--- src/rtl/tmds_rx_word_aligner.sv ---
// TMDS receive gearbox: packs 5-bit deserialiser chunks into 10-bit symbols and hunts for symbol alignment.
// Optional lossCount output is enabled by defining TMDS_RX_LOSS_COUNT_EN.
module tmds_rx_word_aligner #(
  parameter int LOCK_RUN     = 8,
  parameter int SEARCH_DWELL = 4096,
  parameter int LOSS_TIMEOUT = 1048576
) (
  input  logic       clock,
  input  logic       reset,
  input  logic       serialValid,
  input  logic [4:0] serialData,
  input  logic       forceRelock,
  output logic [9:0] word,
  output logic       wordValid,
  output logic       isControl,
  output logic       locked,
  output logic [3:0] offset
`ifdef TMDS_RX_LOSS_COUNT_EN
  ,
  output logic [7:0] lossCount
`endif
);

  localparam int RW = 8;
  localparam int DW = $clog2(SEARCH_DWELL + 1);
  localparam int GW = $clog2(LOSS_TIMEOUT + 1);
  localparam logic [RW-1:0] RUN_LIM   = RW'(LOCK_RUN);
  localparam logic [DW-1:0] DWELL_LIM = DW'(SEARCH_DWELL);
  localparam logic [GW-1:0] GAP_LIM   = GW'(LOSS_TIMEOUT);

  typedef enum logic {SEARCH, LOCKED} state_t;

  function automatic logic is_token(input logic [9:0] w);
    return (w == 10'h354) || (w == 10'h0AB) || (w == 10'h154) || (w == 10'h2AB);
  endfunction

  function automatic logic [9:0] select_word(input logic [19:0] h, input logic [3:0] o);
    logic [9:0] w;
    case (o)
      4'd0:    w = h[9:0];
      4'd1:    w = h[10:1];
      4'd2:    w = h[11:2];
      4'd3:    w = h[12:3];
      4'd4:    w = h[13:4];
      4'd5:    w = h[14:5];
      4'd6:    w = h[15:6];
      4'd7:    w = h[16:7];
      4'd8:    w = h[17:8];
      4'd9:    w = h[18:9];
      default: w = '0;
    endcase
    return w;
  endfunction

  function automatic logic [3:0] next_offset(input logic [3:0] o);
    return (o >= 4'd9) ? 4'd0 : o + 4'd1;
  endfunction

  function automatic logic [RW-1:0] sat_inc_run(input logic [RW-1:0] v);
    return (&v) ? v : v + 1'b1;
  endfunction

  function automatic logic [DW-1:0] sat_inc_dwell(input logic [DW-1:0] v);
    return (&v) ? v : v + 1'b1;
  endfunction

  function automatic logic [GW-1:0] sat_inc_gap(input logic [GW-1:0] v);
    return (&v) ? v : v + 1'b1;
  endfunction

  logic [19:0]   history;
  logic [19:0]   history_p0;
  logic          phase;
  logic [9:0]    word_p0;
  logic          ctl_p0;
  logic          vld_p0;
  logic [9:0]    word_p1;
  logic          ctl_p1;
  logic          vld_p1;

  state_t        state, state_n;
  logic [RW-1:0] run, run_n, run_inc;
  logic [DW-1:0] dwell, dwell_n, dwell_inc;
  logic [GW-1:0] gap, gap_n, gap_inc;
  logic [3:0]    offset_q, offset_n;

  // stage p0: shift in the new chunk and cut the candidate symbol at the current offset
  assign history_p0 = {serialData, history[19:5]};
  assign word_p0    = select_word(history_p0, offset_q);
  assign ctl_p0     = is_token(word_p0);
  assign vld_p0     = serialValid && phase;

  // stage p1: registered symbol, qualifier and control-token flag
  always_ff @(posedge clock) begin
    if (reset) begin
      history <= '0;
      phase   <= 1'b0;
      word_p1 <= '0;
      ctl_p1  <= 1'b0;
      vld_p1  <= 1'b0;
    end else begin
      vld_p1 <= vld_p0;
      if (serialValid) begin
        history <= history_p0;
        phase   <= ~phase;
      end
      if (vld_p0) begin
        word_p1 <= word_p0;
        ctl_p1  <= ctl_p0;
      end
    end
  end

  always_ff @(posedge clock) begin
    if (reset) begin
      state    <= SEARCH;
      run      <= '0;
      dwell    <= '0;
      gap      <= '0;
      offset_q <= '0;
    end else begin
      state    <= state_n;
      run      <= run_n;
      dwell    <= dwell_n;
      gap      <= gap_n;
      offset_q <= offset_n;
    end
  end

  // The alignment FSM steps once per emitted symbol, judging the symbol being registered this cycle.
  always_comb begin
    state_n   = state;
    run_n     = run;
    dwell_n   = dwell;
    gap_n     = gap;
    offset_n  = offset_q;
    run_inc   = ctl_p0 ? sat_inc_run(run) : '0;
    dwell_inc = sat_inc_dwell(dwell);
    gap_inc   = ctl_p0 ? '0 : sat_inc_gap(gap);
    if (forceRelock) begin
      state_n  = SEARCH;
      offset_n = next_offset(offset_q);
      run_n    = '0;
      dwell_n  = '0;
      gap_n    = '0;
    end else if (vld_p0) begin
      case (state)
        SEARCH: begin
          if (run_inc >= RUN_LIM) begin
            state_n = LOCKED;
            run_n   = '0;
            dwell_n = '0;
            gap_n   = '0;
          end else if (dwell_inc >= DWELL_LIM) begin
            offset_n = next_offset(offset_q);
            run_n    = '0;
            dwell_n  = '0;
          end else begin
            run_n   = run_inc;
            dwell_n = dwell_inc;
          end
        end
        LOCKED: begin
          if (gap_inc >= GAP_LIM) begin
            state_n = SEARCH;
            run_n   = '0;
            dwell_n = '0;
            gap_n   = '0;
          end else begin
            gap_n = gap_inc;
          end
        end
        default: state_n = SEARCH;
      endcase
    end
  end

  assign word      = word_p1;
  assign wordValid = vld_p1;
  assign isControl = ctl_p1;
  assign locked    = (state == LOCKED);
  assign offset    = offset_q;

`ifdef TMDS_RX_LOSS_COUNT_EN
  logic lost;
  assign lost = (state == LOCKED) && (state_n == SEARCH);

  always_ff @(posedge clock) begin
    if (reset) begin
      lossCount <= '0;
    end else if (lost && (lossCount != 8'hFF)) begin
      lossCount <= lossCount + 8'd1;
    end
  end
`endif

endmodule

--- config.mk ---
export PLATFORM = sky130hd
export DESIGN_NAME = tmds_rx_word_aligner
export DESIGN_NICKNAME = d
export VERILOG_FILES = /design/src/rtl/tmds_rx_word_aligner.sv
export SDC_FILE = /design/constraint.sdc
export NUM_CORES = 1
export LEC_CHECK = 0
export ABC_AREA = 0
export BUFFER_PORTS_ARGS = -buffer_cell sky130_fd_sc_hd__buf_2
export CAP_MARGIN = 25
export CORE_UTILIZATION = 61
export DETAILED_ROUTE_END_ITERATION = 12
export PLACE_DENSITY_LB_ADDON = 0.2
export SYNTH_ARGS = -nofsm -noshare
export SYNTH_HDL_FRONTEND = slang
export SYNTH_SLANG_ARGS = --single-unit
--- constraint.sdc ---
create_clock -name clock -period 3.8 [get_ports clock]
set_clock_uncertainty 0.2 [all_clocks]
set_input_delay 0.38 -clock clock [delete_from_list [all_inputs] [get_ports clock]]
set_output_delay 0.38 -clock clock [all_outputs]
set_load 0.01 [all_outputs]
After elaboration in Yosys (flattened, before gate mapping)
Index checks and enable logic that the tools add are counted.
Operators by class
  equality and inequality tests: 17
  muxes and demuxes: 26
  add/subtract/negate cells: 4
  bitwise operators: 2
  magnitude comparators: 4
  reduce and logical (&&, ||, !) cells: 14
Operators by type and width (number)
  $pmux 10 s10: 1
  $mux 21: 4
  $mux 13: 4
  $pmux 21 s2: 1
  $mux 8: 5
  $pmux 13 s2: 1
  $mux 4: 6
  $add 21x1->21 const B: 1
  $ge 21x21->1 const B: 1
  $reduce_and 21->1: 1
  $eq 10x10->1 const B: 2
  $eq 4x3->1 const B: 4
  $pmux 8 s2: 1
  $add 13x1->13 const B: 1
  $ge 13x13->1 const B: 1
  $reduce_and 13->1: 1
  $eq 10x8->1 const B: 1
  $eq 10x9->1 const B: 1
  $add 8x1->8 const B: 1
  $eq 4x2->1 const B: 2
  $eq 4x4->1 const B: 2
  $ge 8x4->1 const B: 1
  $reduce_and 8->1: 1
  $ne 2x2->1 const B: 3
  14 further kinds: 20
Storage, ports and cells
  output and inout port bits: 17
  input port bits: 9
  logic and storage cells: 77
  bits in registers: 80

Depth between registers and ports, before layout
  depth after elaboration: 12
  depth in mapped cells: 16
  depth with buffers taken out: 11

Least setup slack after synthesis
No wires, ideal clock.
  kind: register to register
  from: register offset_q[0], in the netlist offset[0]
  to: register gap[9]
  library setup time: 0.069 ns
  path slack: 0.407 ns
  arrival: 3.123 ns
  required time: 3.531 ns
  cell stages (with the launch flop): 14
  path through: dfxtp_1 -> inv_1 -> ha_1 -> buf_6 -> a222oi_1 -> a22oi_1 -> a221oi_2 -> nor2_1 -> nand4_2 -> a2bb2o_4 -> or4_1 -> buf_2 -> o32a_1 -> o21ai_2
On the way
  longest elaborated chain between the ends: 10
  elaborated cells on any way between the ends: 26
  those cells by class: order compare: 2; eq/ne: 14; mux: 5; reduce/logical: 5
Ends and longest elaborated chain
  start, declared: RTL line 85  | logic [3:0] offset_q, offset_n;
  start signal, assigned: RTL line 126  | offset_q <= offset_n;
  $eq 4x4->1 (tied with other cells): RTL line 39  | case (o)
  $pmux 10 s10 (*): RTL line 39
  $eq 10x10->1 or $eq 10x8->1 (tied branches): RTL line 34  | return (w == 10'h354) || (w == 10'h0AB) || (w == 10'h154) || (w == 10'h2AB);
  $logic_or 1x1->1 (2 in series): RTL line 34
  $logic_or 1x1->1 (*): RTL line 34
  $mux 21 or $mux 8 (tied branches): RTL line 139, 137
  $ge 21x21->1 or $ge 8x4->1 (tied branches): RTL line 164, 149
  $mux 21 or $ne 2x2->1 (tied branches)
  $pmux 21 s2 or $reduce_and 2->1 (tied branches)
  end signal, assigned: RTL line 125  | gap <= gap_n;
  end, declared: RTL line 84  | logic [GW-1:0] gap, gap_n, gap_inc;
Mark *: on every way between the ends. The rest lies on a longest branch, timed or not.
A chain may end at the register's enable or synchronous reset.

Worst setup path after layout
Same ends and word-level chain as after synthesis.

==> reports/summary.md <==
In the final layout, the multi-input gates occupy 2480 sq um. The tightest min-delay check is of the input port to register type. TritonCTS built the clock tree. STA classifies the critical path endpoint as a register.

Yosys printed 0 warnings. The final route contains 4108 vias. The sum of negative setup slack was 0 ns.

For the full die area, the log shows 7310 sq um. Final antenna-violating net count: 0. The tools report the max-slew violation total from the final report as 0. The number of violations of the max-capacitance limit is 0. The flow ran to the end, and the final reports show no timing, DRC or antenna violations.

The number of placed instances, taps included, is 620. The post-detailed-placement half-perimeter wirelength was 7.80 mm. The cell at the root of the clock tree was sky130_fd_sc_hd__clkbuf_8. For this run, the post-layout net count is 567. Across the whole layout, storage elements account for 1500 sq um.

The synthesized design spends more area on one cell type than any other, namely sky130_fd_sc_hd__dfxtp_1. In the final routed layout, each cell accounts on average for 17.2 microns. The top cell types in the final layout, fill and taps aside, are sky130_fd_sc_hd__dfxtp_1, sky130_fd_sc_hd__nand2_1, sky130_fd_sc_hd__nor2_1.

Leaving out fill and tap cells, the most frequent cell in the layout is sky130_fd_sc_hd__dfxtp_1. For the effective utilization at floorplan, the log shows 62.9%. The critical path startpoint category was a register.

Wire length of the first global-routing pass: 17.8 mm. Setup violations remaining at the end of the flow were counted as 0. The filler cells instantiated in the layout total 565.

Setup repair after global routing left no endpoint under its margin. For the area of the mapped netlist, the log shows 4250 sq um. The run gives 636 as the number of cells in the finished layout apart from fillers. The average instance in the mapped netlist occupies 8.11 sq um. Measured on the finished design, the core utilization comes to 69.4%. Number of clock buffers inserted by TritonCTS: 9. Static timing analysis puts the maximum clock frequency at 282 MHz. During placement, the flow inserted port buffers numbering 25.

The number of instances in the synthesized netlist is 524, and the clock latency on the worst-skew pair is 0.36 ns. The total inserted antenna cells is 0, and the x dimension of the die is 85.5 microns. The number of antenna violations at the first check in global routing was 0. Vias per cell: 6.46.

Data on the critical path arrives at its endpoint at 3.64 ns. The power density over the cells works out to 329 nW/um^2. The first detailed-routing pass took 5 iterations. The clock net in this run drives a total of 75 sinks. The normalized max-slew margin came out at 54.9%. For this run, the leading register cell type out of synthesis is sky130_fd_sc_hd__dfxtp_1.

The maximum clock path buffer count was 2; the post-CTS setup buffer count was 0. The share of synthesized area in the top cell type comes to 35.3%. Synthesis-stage register bit count: 75. Routability-driven placement finished with a final weighted congestion of 0.921. After the first detailed-routing iteration, the DRC count stood at 336. After detailed routing, the total wire length is 10.9 mm. Overall power after layout: 1540 uW. Summed over all layers, the global routing overflow is 0. The clock transition time at the flip-flop clock pins of the worst setup and hold paths was 0.08 ns; the die span in y was 85.5 microns. The synthesized design contains 0 enable-type register cells.

The transition at the pin with the smallest max-transition slack came out at 0.673 ns. The analysis attributes to cell leakage a power of 0.00174 uW. From synthesis to final layout, the design area changed by 10.4%.

The total area inside the core boundary comes to 6760 sq um. After floorplanning, the core was divided into 30 placement rows. Entering global routing, the biggest net connects 27 pins. The worst-case IR drop observed on VDD is 0.295 mV.

Worst setup path category: register to register. Synthesis instantiated 65 different standard cells from the library. The final period utilization was 93.2%; the minimum clock period was 3.54 ns. Fraction of synthesis flops using an asynchronous set or reset pin: 0%.

Data on the critical path is required at its endpoint by 3.90 ns. The tools report the count of boundary I/O pins as 26. For this run, design rule violations remaining after detail routing come to 0. Sequential elements use 35.3% of the synthesized area. The hold violation count in the final report is 0, and the maximum net fanout on the critical path is 14.

The synthesized netlist net count is 540. Of the cells placed in the final design, the portion with a size suffix greater than 1 is 15.5%. On the final layout, the worst hold slack is 0.0657 ns.

The run gives 3742 as the via count of the first global-routing pass. In the post-synthesis netlist, the biggest area contributors are sky130_fd_sc_hd__dfxtp_1, sky130_fd_sc_hd__mux2i_1, sky130_fd_sc_hd__nand2_1. The H-tree was split into 3 levels.

The total global-route track usage is 30.9%.
-- routing by layer --
metal | wire, microns | GRT usage, %
met3 | 902 | 7.30
met1 | 5140 | 43.6
met4 | 223 | 11.4
met2 | 4650 | 45.8
met5 | 0 | 0
-- Yosys cell counts, drive strengths merged, types with 6 or more instances --
cell type / n
nor2: 45
buf: 24
nor3: 14
dfxtp: 75
mux2i: 21
nand3: 23
o21ai: 33
and2: 12
a221oi: 9
a21oi: 29
a22oi: 20
o32ai: 6
ha: 7
inv: 21
nand2: 54
nand4: 9
clkbuf: 14
o31ai: 6
a21o: 6
-- stage by stage --
stage / cell area, sq um / setup WS (ns)
after floorplan: 4250 / 0.407
after global placement: 4500 / 0.152
after detailed placement: 4500 / 0.0263
after CTS: 4680 / 0.0455
after global routing: 4690 / 0.00347
final: 4690 / 0.260
-- worst paths after layout --
check	from	depth (start not counted)	slack [ns]	end
worst max-delay path	offset[0]	13	0.26	gap[9]
worst min-delay path	serialData[4]	3	0.07	history[19]
worst max register to register	offset[0]	13	0.26	gap[9]
worst min register to register	word[2]	2	0.26	word[2]
-- power breakdown --
group / internal [uW] / switching, uW / total, uW
sequential: 798 / 18.5 / 817
combinational: 64.6 / 102 / 166
clock: 260 / 302 / 562
-- registers in the layout, indices dropped and copies added (netlist names) --
| register | cells |
|---|---|
| word | 10 |
| phase | 1 |
| locked | 1 |
| dwell | 13 |
| gap | 21 |
| wordValid | 1 |
| offset | 4 |
| run | 8 |
| isControl | 1 |
| history | 15 |
-- worst max-delay path, cell delays in order (launching register included) --
cell and delay (ns):
sky130_fd_sc_hd__dfxtp_1 0.34, sky130_fd_sc_hd__buf_4 0.15, sky130_fd_sc_hd__ha_1 0.22, sky130_fd_sc_hd__buf_4 0.17, sky130_fd_sc_hd__a222oi_1 0.29, sky130_fd_sc_hd__a22oi_1 0.16
sky130_fd_sc_hd__a221oi_2 0.36, sky130_fd_sc_hd__nor2_1 0.09, sky130_fd_sc_hd__nand4_2 0.13, sky130_fd_sc_hd__a2bb2o_4 0.23, sky130_fd_sc_hd__buf_4 0.18, sky130_fd_sc_hd__or4_4 0.60
sky130_fd_sc_hd__o32a_1 0.32, sky130_fd_sc_hd__o21ai_2 0.05
-- logic make-up after synthesis --
| kind of cell | count (synthesis) | share of synthesized area, % |
|---|---|---|
| XOR/XNOR | 1 | 0.206 |
| flip-flops | 75 | 35.3 |
| multiplexers | 24 | 5.74 |
| adder cells (fa/ha/maj) | 7 | 2.06 |
| buffers and inverters | 59 | 6.80 |
| AO/OA/AOI/OAI | 156 | 26.0 |
| AND/OR/NAND/NOR | 202 | 23.9 |
-- area by class of cell --
| cell class | count | area share, % |
|---|---|---|
| multi-input cells | 390 | 52.8 |
| well taps | 80 | 2.13 |
| inverters | 21 | 1.68 |
| repair buffers | 54 | 7.57 |
| flip-flops and latches | 75 | 32.0 |
| clock buffers | 12 | 3.09 |
| clock inverters | 4 | 0.720 |
-- repair_timing --
| item | CTS | global route |
|---|---|---|
| resized for setup | 1 | 3 |
| pin swaps | 0 | 1 |
| endpoints found under the setup margin | 2 | 27 |
| hold buffers | 0 | 0 |
(Power assumes the default switching activity.)
